## config.mk

```make
export PLATFORM = sky130hd
export DESIGN_NAME = disp_share_arbiter
export DESIGN_NICKNAME = d
export VERILOG_FILES = /design/src/rtl/disp_share_arbiter.sv
export SDC_FILE = /design/constraint.sdc
export NUM_CORES = 1
export LEC_CHECK = 0
export ABC_AREA = 1
export CORE_MARGIN = 5
export CORE_UTILIZATION = 49
export CTS_BUF_LIST = sky130_fd_sc_hd__clkbuf_4 sky130_fd_sc_hd__clkbuf_8
export CTS_CLUSTER_DIAMETER = 40
export DETAILED_ROUTE_END_ITERATION = 8
export GPL_TIMING_DRIVEN = 0
export MAX_ROUTING_LAYER = met4
export PLACE_DENSITY = 0.83
export SKIP_CTS_REPAIR_TIMING = 1
export SLEW_MARGIN = 20
export SYNTH_ARGS = -nofsm -noshare
export SYNTH_HDL_FRONTEND = slang
export SYNTH_SLANG_ARGS = --single-unit
```

## constraint.sdc

```tcl
create_clock -name clk -period 2.17 [get_ports clk]
set_input_delay 0.3255 -clock clk [delete_from_list [all_inputs] [get_ports clk]]
set_output_delay 0.3255 -clock clk [all_outputs]
set_load 0.02 [all_outputs]
```

## src/rtl/disp_share_arbiter.sv

```systemverilog
// Round-robin arbiter that time-shares the 4-digit hex display among NSRC requesters,
// holding each owner for a minimum dwell. Define DISP_ARB_PRIO_EN to make source 0 pre-empting.
module disp_share_arbiter #(
  parameter int NSRC        = 4,
  parameter int HOLD_CYCLES = 100_000_000
) (
  input  logic                    clk,
  input  logic                    reset,
  input  logic [NSRC-1:0]         req,
  input  logic [NSRC*16-1:0]      data_flat,
  input  logic [NSRC*4-1:0]       dp_flat,
  output logic [3:0]              hex3,
  output logic [3:0]              hex2,
  output logic [3:0]              hex1,
  output logic [3:0]              hex0,
  output logic [3:0]              dp_out,
  output logic [$clog2(NSRC)-1:0] owner,
  output logic [NSRC-1:0]         grant,
  output logic                    busy
);
  localparam int TW = $clog2(HOLD_CYCLES);
  localparam int OW = $clog2(NSRC);
  localparam logic [TW-1:0] TIMER_MAX = TW'(HOLD_CYCLES - 1);

  typedef enum logic [1:0] {IDLE, ARB, SHOW} state_t;

  state_t          state;
  logic [NSRC-1:0] pend;
  logic [NSRC-1:0] pend_next;
  logic [NSRC-1:0] grant_next;
  logic [TW-1:0]   timer;
  logic [OW-1:0]   rr_pick;
  logic [OW-1:0]   pick;
  logic            rr_found;
  logic            preempt;
  logic [15:0]     own_data;
  logic [3:0]      own_dp;

  // Search owner+1, owner+2, ... wrapping, so the current owner is considered last.
  always_comb begin : rr_search
    logic [OW:0]   sum;
    logic [OW-1:0] cand;
    // NOTE: every always_comb target is given a default before any conditional
    // assignment, so no path leaves it unassigned and no latch is inferred.
    rr_pick  = owner;
    rr_found = 1'b0;
    sum      = '0;
    cand     = '0;
    for (int k = 1; k <= NSRC; k++) begin
      sum = {1'b0, owner} + (OW+1)'(k);
      if (sum >= (OW+1)'(NSRC)) sum = sum - (OW+1)'(NSRC);
      cand = sum[OW-1:0];
      if (!rr_found && pend[cand]) begin
        rr_pick  = cand;
        rr_found = 1'b1;
      end
    end
  end

`ifdef DISP_ARB_PRIO_EN
  // Source 0 jumps the queue only while someone else owns the display.
  assign preempt = pend[0] && (owner != '0);
`else
  assign preempt = 1'b0;
`endif

  assign pick     = preempt ? '0 : rr_pick;
  assign own_data = data_flat[int'(owner)*16 +: 16];
  assign own_dp   = dp_flat[int'(owner)*4 +: 4];

  always_comb begin
    grant_next = '0;
    if (state == ARB && (rr_found || preempt)) grant_next[pick] = 1'b1;
  end

  // A request arriving in its own grant cycle survives the clear and is re-queued.
  assign pend_next = req | (pend & ~grant_next);

  always_ff @(posedge clk or negedge reset) begin
    if (!reset) begin
      state                  <= IDLE;
      pend                   <= '0;
      timer                  <= '0;
      owner                  <= '0;
      grant                  <= '0;
      busy                   <= 1'b0;
      {hex3, hex2, hex1, hex0} <= '0;
      dp_out                 <= 4'hF;
    end else begin
      // NOTE: state registers use non-blocking assignments so every flop samples
      // the pre-edge values, independent of statement order in this block.
      pend  <= pend_next;
      grant <= grant_next;
      busy  <= |pend_next;
      if (state != IDLE) begin
        {hex3, hex2, hex1, hex0} <= own_data;
        dp_out                 <= own_dp;
      end
      unique case (state)
        IDLE: if (pend != '0) state <= ARB;
        ARB: begin
          owner <= pick;
          timer <= '0;
          state <= SHOW;
        end
        SHOW: begin
          if (timer != TIMER_MAX) timer <= timer + 1'b1;
          if (preempt || (timer == TIMER_MAX && pend != '0)) state <= ARB;
        end
        default: state <= IDLE;
      endcase
    end
  end
endmodule

```

* Yosys cells after proc, flatten, opt, wreduce, memory -nomap -nowiden
Index checks and enable logic that the tools add are counted.
** Operators by class
- $add $sub $neg :: 9
- $lt $le $gt $ge :: 10
- Equal/unequal tests :: 7
- Shifts and indexed selects :: 2
- Muxes and demuxes :: 28
- Bitwise logic cells :: 3
- Reductions and logical operators :: 16
** Operators with widths (count)
- $shiftx A64 B7 Y16 :: 1
- $pmux W27 S2 :: 1
- $add A27 B1 Y27 const B :: 1
- $eq A27 B27 Y1 const B :: 1
- $mux W27 :: 1
- $ne A27 B27 Y1 const B :: 1
- $mux W2 :: 10
- $shiftx A16 B5 Y4 :: 1
- $lt A2 B3 Y1 const B :: 5
- $ge A3 B3 Y1 const B :: 4
- $mux W1 :: 9
- $bmux W1 S2 :: 4
- $sub A2 B1 Y2 const B :: 4
- $add A2 B2 Y3 const B :: 2
- $logic_and A1 B1 Y1 :: 6
- $ne A2 B2 Y1 const B :: 3
- $pmux W2 S3 :: 1
- $and A4 B4 Y4 :: 1
- $mux W4 :: 1
- $not A4 Y4 :: 1
- $or A4 B4 Y4 :: 1
- $reduce_and A2 Y1 :: 2
- $reduce_bool A2 Y1 :: 2
- $reduce_bool A4 Y1 :: 1
- 9 further kinds :: 11
** Word-level totals
- Flip-flop bits (word level) :: 60
- Logic and storage cells :: 86

* Longest topological paths before layout
Gate-level depths: netlist of run 1.
- Depth in word-level cells :: 24
- Gate-level depth with buffers :: 16
- Mapped depth without buffers :: 15

* Least setup slack after synthesis of run 1
No wires, ideal clock.
- Path type :: register to register
- Start point :: register owner[1]
- End point :: register busy
- Library setup time :: 0.119 ns
- Data arrival time :: 1.660 ns
- Data required time :: 2.051 ns
- Path slack :: 0.392 ns
- Stages on the path, launching flop included :: 16
- Period minus slack after synthesis :: 1.778 ns
- Cell sequence :: dfrtp_1 > buf_4 > inv_4 > nand2_1 > nand2_1 > nand2_2 > nand2_4 > nand2_1 > nand2_1 > nand2_4 > nand2_4 > nand3_1 > nand2_1 > nand2_1 > nor2_1 > nand2_1
** On the way
- Longest elaborated chain between the ends :: 24
- Elaborated cells on any way between the ends :: 49
- Classes of those cells :: add/sub: 8; order compare: 6; mux: 23; bitwise: 3; reduce/logical: 9
** RTL lines
- start, declared :: line 17 : output logic [$clog2(NSRC)-1:0] owner,
- start signal, assigned :: line 102 : owner <= pick;
- $add A2 B1 Y3 :: line 50 : sum = {1'b0, owner} + (OW+1)'(k);
- $ge A3 B3 Y1 / $sub A2 B1 Y2 (equally long branches) :: line 51 : if (sum >= (OW+1)'(NSRC)) sum = sum - (OW+1)'(NSRC);
- $mux W2 :: line 51
- $bmux W1 S2 :: line 53 : if (!rr_found && pend[cand]) begin
- $mux W1 (implied by the code) :: line 53
- $mux W1 :: line 53
- $logic_not A1 Y1 :: line 53
- $logic_and A1 B1 Y1 :: line 53
- [... 9 more ...]
- $mux W1 (implied by the code) :: line 73 : if (state == ARB && (rr_found || preempt)) grant_next[pick] = 1'b1;
- $demux W1 S2 :: line 73
- $mux W4 * :: line 73
- $not A4 Y4 * :: line 77 : assign pend_next = req | (pend & ~grant_next);
- $and A4 B4 Y4 * :: line 77
- $or A4 B4 Y4 * :: line 77
- named net pend_next[1] :: line 29 : logic [NSRC-1:0] pend_next;
- $reduce_or A4 Y1 * :: line 94 : busy <= |pend_next;
- end signal, assigned :: line 94
- end, declared :: line 19 : output logic busy
Mark *: on every way through the listed nets, which the timed path passes. The rest lies on a longest branch. The select of a mux whose other input is x is not followed.
A chain may end at the register's enable or synchronous reset.

* Worst setup path after layout of run 1
- Start point :: register timer[0]
- End point :: register timer[7]
** On the way
- Longest elaborated chain between the ends :: 3
- Elaborated cells on any way between the ends :: 6
- Classes of those cells :: add/sub: 1; eq/ne: 2; mux: 2; reduce/logical: 1
** RTL lines
- start, declared :: line 31 : logic [TW-1:0] timer;
- start signal, assigned :: line 107 : if (timer != TIMER_MAX) timer <= timer + 1'b1;
- $add A27 B1 Y27 / $ne A27 B27 Y1 (equally long branches) :: line 107
- $mux W27 / $ne A2 B2 Y1 (equally long branches)
- $pmux W27 S2 / $reduce_and A2 Y1 (equally long branches)
Parallel ways exist; a longest one is shown, timed or not. The select of a mux whose other input is x is not followed.

==> results of run 1 <==
-- flip-flops by register name, summed over array words and instances, names as in the netlist --
| name | count |
|---|---|
| timer | 27 |
| hex2 | 4 |
| busy | 1 |
| owner | 2 |
| hex0 | 4 |
| dp_out | 4 |
| grant | 4 |
| pend | 4 |
| hex3 | 4 |
| hex1 | 4 |
| state | 2 |
-- critical path: stages (launching register included) --
cell and delay [ps]:
dfrtp_1 370, ha_1 190, nand2_1 70, nor2_2 160, nand2_2 110, nor3_2 140
nand4_1 190, nand2_4 160, nand2_2 90, buf_2 190, a21oi_1 160, a21oi_1 60
-- synth_stat cells, drive strengths merged, types with 6 or more instances --
master and number:
nor2 126, nand2 96, o21ai 57, dfrtp 56, inv 49, nand3 32
a31oi 20, clkbuf 16, nor3 10, a21oi 9, xor2 9, nor4 7
o22ai 7, buf 6
-- through the flow --
step	util (%)	setup slack (ps)	setup TNS (ps)	area (um^2)
after floorplan	-	392	0	3670
after global placement	67.5	-1110	-63620	4920
after detailed placement	67.7	104	0	4940
after CTS	70.3	81.7	0	5130
after global routing	71.0	8.65	0	5180
final	71.0	135	0	5180
-- cell type report --
type	instances	area, um^2	area share [%]
Clock buffer	15	188	3.63
Clock inverter	1	5.00	0.0967
Buffer	22	100	1.93
Timing Repair Buffer	118	1180	22.8
Inverter	49	186	3.60
Sequential cell	60	1510	29.1
Multi-Input combinational cell	388	1890	36.5
Tap cell	99	124	2.39
-- cells by family (layout without fill, tap and decap cells) --
| kind of cell | count (synthesis) | after routing |
|---|---|---|
| compound gates | 97 | 97 |
| xor+xnor | 11 | 11 |
| fa+ha+maj | 1 | 1 |
| buf+inv | 71 | 205 |
| flops | 60 | 60 |
| simple gates | 279 | 279 |
-- metal layers --
layer / vias to the layer above / global-route usage [%] / part of all wire, %
met5: - / - / 0
met3: 21 / 6.89 / 9.0
met1: 1815 / 31.7 / 41
met4: 0 / 8.76 / 1.9
li1: 1968 / - / -
met2: 164 / 40.0 / 48
-- path summary, 6_finish.rpt --
path | from | to | slack, ps | cells after the start
hold reg to reg | state[0] | state[0] | 470 | 1
hold / removal | reset | timer[6] | 440 | 2
max in group asynchronous | reset | hex0[3] | 1230 | 3
setup / recovery | timer[0] | timer[7] | 130 | 11
setup reg to reg | timer[0] | timer[7] | 130 | 11
min in group clk | state[0] | state[0] | 470 | 1
-- where the power goes --
| part | switching, mW | internal, mW |
|---|---|---|
| sequential | 0.0107 | 1.14 |
| clock | 0.424 | 0.546 |
| combinational | 0.0885 | 0.178 |
| total | 0.523 | 1.86 |
==> results.txt, run 1 <==
Largest net degree at the start of global routing - 34
Most frequent cells in the layout - nor2_1 (123), clkdlybuf4s50_1 (111), nand2_1 (79)
DR DRC count - 0
Detailed-route wire length - 11,000 um
First-pass GRT wire length - 17,900 um
PortBufs - 112
Leakage - 2.30 nW
Vias per cell - 5.28
GR Overflow Total - 0
Number of diodes - 0
Die area - 9330 um^2
Worst-margin pin slew - 665 ps
Largest family of logic cells by synthesized area - simple AND/OR/NAND/NOR gates
Primary FF master, synth - dfrtp_1
Post-synthesis xor/xnor area fraction - 2.62%
Total power - 2.39 mW
Hold Slack - 441 ps
Worst Path Max Fanout - 10
Max-slew headroom - 55.5%
Antenna-violating nets left - 0
Asr flop ratio synth - 100%
Startpoint types - register
Row count - 31
CTS Sinks - 60
Pwr/cell area - 461 nW/um^2
Critical Path Sink Type - register
HPWL after DPL - 8680 um
CP Data Required Time - 2390 ps
CTS tree - yes
Max Freq - 491 MHz
Die width - 96.6 um
Vias - 3,968
Synth top area cells - dfrtp_1 (38%), nor2_1 (13%), nand2_1 (8.2%), o21ai_0 (7.6%), inv_1 (4.7%)
Clock latency on the worst-skew pair - 330 ps
Status - finished, final reports clean
CTS Buf Count - 9
Chip Height - 96.6 um
Compound-Gate Fraction of Synth Area - 14.4%
Distinct cells, synth - 38
Register area share after synthesis - 41.0%
Vias in the first global route - 3,908
Wire per inst - 14.6 um
Layout Nets - 735
Setup Crit Path Kind - reg2reg
Clock skew - 9.44 ps
Share of cells above drive strength 1 - 8.58%
H-Tree Depth - 3
Area grow syn2layout - 40.9%
Dominant cell type by area after synthesis - dfrtp_1
Final Cycle Share - 93.8%
Clock slew at reported path FFs - 70 ps
Drt initial violations - 178
Initial Util - 50.4%
Final hold vios - 0
Mux share of post-synthesis cell area - 0%
Final setup fails - 0
Top cell type's share of synthesized area - 38.1%
I/O pin count - 113
Layout Cells excl Fill - 752
Fin. max-slew vios - 0
Placer Congestion - 0.886
Synth Area in Simple Gates - 33.8%
Root Driver - clkbuf_8
Worst vdd ir - 0.000266 V
Global Route Usage Sum - 25.4%
Clk buf depth - 2
FF+latch count, synth - 60
WP data arrival - 2250 ps
Synth Instances - 519
RSZ-0062 raised after global routing - no
Post-placement cell count - 731
Yosys warns - 0
Max Cap Viol - 0
Drt pass-1 iters - 5
Post-synth EDFFs - 0
Post-Syn Nets - 606
Synth Area in Adders - 0.341%
Initial antenna violation count - 0
Mean Syn Cell Area - 7.08 um^2
Worst Hold Class - in2async
Commonest non-fill, non-tap cell in the layout - nor2_1
Tmin final - 2040 ps
Mapped cell area - 3670 um^2
Core Box Area - 7290 um^2
FILL cells - 620
Power figures use the tool's default switching activity.
==> inputs of run 2 (changes only) <==
--- a/config.mk
+++ b/config.mk
@@ -12,8 +12,10 @@
 export CTS_CLUSTER_DIAMETER = 40
 export DETAILED_ROUTE_END_ITERATION = 8
 export GPL_TIMING_DRIVEN = 0
+export HOLD_SLACK_MARGIN = 0.08
 export MAX_ROUTING_LAYER = met4
 export PLACE_DENSITY = 0.83
+export REMOVE_ABC_BUFFERS = 1
 export SKIP_CTS_REPAIR_TIMING = 1
 export SLEW_MARGIN = 20
 export SYNTH_ARGS = -nofsm -noshare
==> run 2 against run 1 <==
Net effect:
- core utilization rose by 1.8 points
- clock power fell by 4.7%
- hold slack got worse by 11 ps
==> results.txt, run 2 (synthesis gave the netlist of run 1 again) <==
Vias in the first global route - 3,762 (-3.7%)
Max FFs per register - 27 (unchanged)
Placer Congestion - 0.925 (+4.4%)
DR DRC count - 0 (unchanged)
Tmin final - 2140 ps (+104 ps)
I/O pin count - 113 (unchanged)
Worst vdd ir - 0.000264 V (-0.99%)
Startpoint types - register
CP Data Required Time - 2380 ps (about the same)
Worst-margin pin slew - 746 ps (+81.0 ps)
Clock skew - 7.29 ps (-2.15 ps)
Root Driver - clkbuf_8
CTS tree - yes
H-Tree Depth - 3 (unchanged)
Die area - 9330 um^2 (unchanged)
Worst Hold Class - in2async
Setup Crit Path Kind - reg2reg
CTS Buf Count - 9 (unchanged)
Setup TNS - 0 ps (unchanged)
Initial Util - 50.4% (unchanged)
Core Box Area - 7290 um^2 (unchanged)
Number of diodes - 0 (unchanged)
Top reg by flops - timer
Max Cap Viol - 0 (unchanged)
Clk buf depth - 2 (unchanged)
Drt initial violations - 187 (+5.1%)
Clock latency on the worst-skew pair - 340 ps (about the same)
Chip Height - 96.6 um (unchanged)
Max Freq - 467 MHz (-4.9%)
CTS Sinks - 60 (unchanged)
Pwr/cell area - 441 nW/um^2 (-4.4%)
Vias - 4,042 (+1.9%)
Final hold vios - 0 (unchanged)
Row count - 31 (unchanged)
RSZ-0062 raised after global routing - yes
Share of cells above drive strength 1 - 12.8% (+4.2 points)
Final setup fails - 0 (unchanged)
Clock slew at reported path FFs - 70 ps (about the same)
Status - finished, final reports clean
PortBufs - 112 (unchanged)
WP data arrival - 2350 ps (+100 ps)
Die width - 96.6 um (unchanged)
Critical Path Sink Type - register
Most frequent cells in the layout - nor2_1 (123), clkdlybuf4s50_1 (111), nand2_1 (74)
R2R Setup Slk - 30 ps (-100 ps)
Area grow syn2layout - 44.6%
HPWL after DPL - 7790 um (-10%)
R2r worst-path depth - 10 (-1)
Leakage - 2.36 nW (+2.7%)
Commonest non-fill, non-tap cell in the layout - nor2_1
Initial antenna violation count - 0 (unchanged)
Final Cycle Share - 98.6% (+4.8 points)
Layout Nets - 730 (-0.68%)
Detailed-route wire length - 11,400 um (+3.6%)
Drt pass-1 iters - 6 (+1)
Wire per inst - 15.2 um (+4.3%)
Antenna-violating nets left - 0 (unchanged)
First-pass GRT wire length - 17,000 um (-5.0%)
Worst Path Max Fanout - 8 (-2)
Core Util, Final - 72.8% (+1.8 points)
Largest net degree at the start of global routing - 50 (+47%)
Max-slew headroom - 50.1% (-5.4 points)
GR Overflow Total - 0 (unchanged)
Global Route Usage Sum - 24.2% (-1.2 points)
Fin. max-slew vios - 0 (unchanged)
Vias per cell - 5.41 (+2.5%)
[run 2: area by class of cell]
| type | count | area, um^2 |
|---|---|---|
| timing repair buffer | 134 | 1340 |
| sequential | 60 | 1510 |
| timing repair inverter | 1 | 8.76 |
| tap | 99 | 124 |
| clock inverter | 2 | 10.0 |
| multi-input combinational | 388 | 1930 |
| inverter | 49 | 213 |
| fill | 595 | 1980 |
| clock buffer | 14 | 168 |
[run 2: critical path, cell delays in order, from the launching register on]
cell	delay, ps
dfrtp_1	380
ha_2	200
nand2_2	70
nor2_4	140
nand2_2	100
nor3_2	190
nand4_1	220
nand2_4	200
clkinvlp_4	240
o211ai_1	170
o21ai_1	100
[run 2: layer usage]
layer	global-route usage (%)	vias to the layer above	wire length (um)
met5	-	-	0
met4	11.8	0	472
met3	6.66	38	849
met2	39.7	185	5740
met1	27.3	1870	4310
li1	-	1949	-
[run 2: where the power goes]
| group | leakage, nW | switching [mW] | internal (mW) | total [mW] |
|---|---|---|---|---|
| clock | 0.0981 | 0.430 | 0.494 | 0.924 |
| combinational | 1.53 | 0.0888 | 0.178 | 0.267 |
| sequential | 0.726 | 0.0108 | 1.14 | 1.15 |
| total | 2.36 | 0.530 | 1.81 | 2.34 |
[run 2: metrics by stage]
| stage | total power [mW] | std cells | setup WS, ps | hold WS, ps | cell area, um^2 |
|---|---|---|---|---|---|
| final | 2.34 | 747 | 30.3 | 430 | 5310 |
| after global routing | 2.43 | 747 | -74.0 | 449 | 5310 |
| after CTS | 2.36 | 726 | -537 | -127 | 5040 |
| after detailed placement | 1.44 | 710 | -515 | 240 | 4870 |
| after global placement | 1.43 | 708 | -1270 | 451 | 4820 |
| after floorplan | 1.21 | 497 | -674 | 29.9 | 3570 |
[run 2: final timing paths]
kind	start	to
worst max-delay path	timer[1]	timer[11]
worst min-delay path	reset	timer[6]
worst max register to register	timer[1]	timer[11]
worst min register to register	state[0]	state[0]
max in group asynchronous	reset	dp_out[3]
min in group clk	state[0]	state[0]
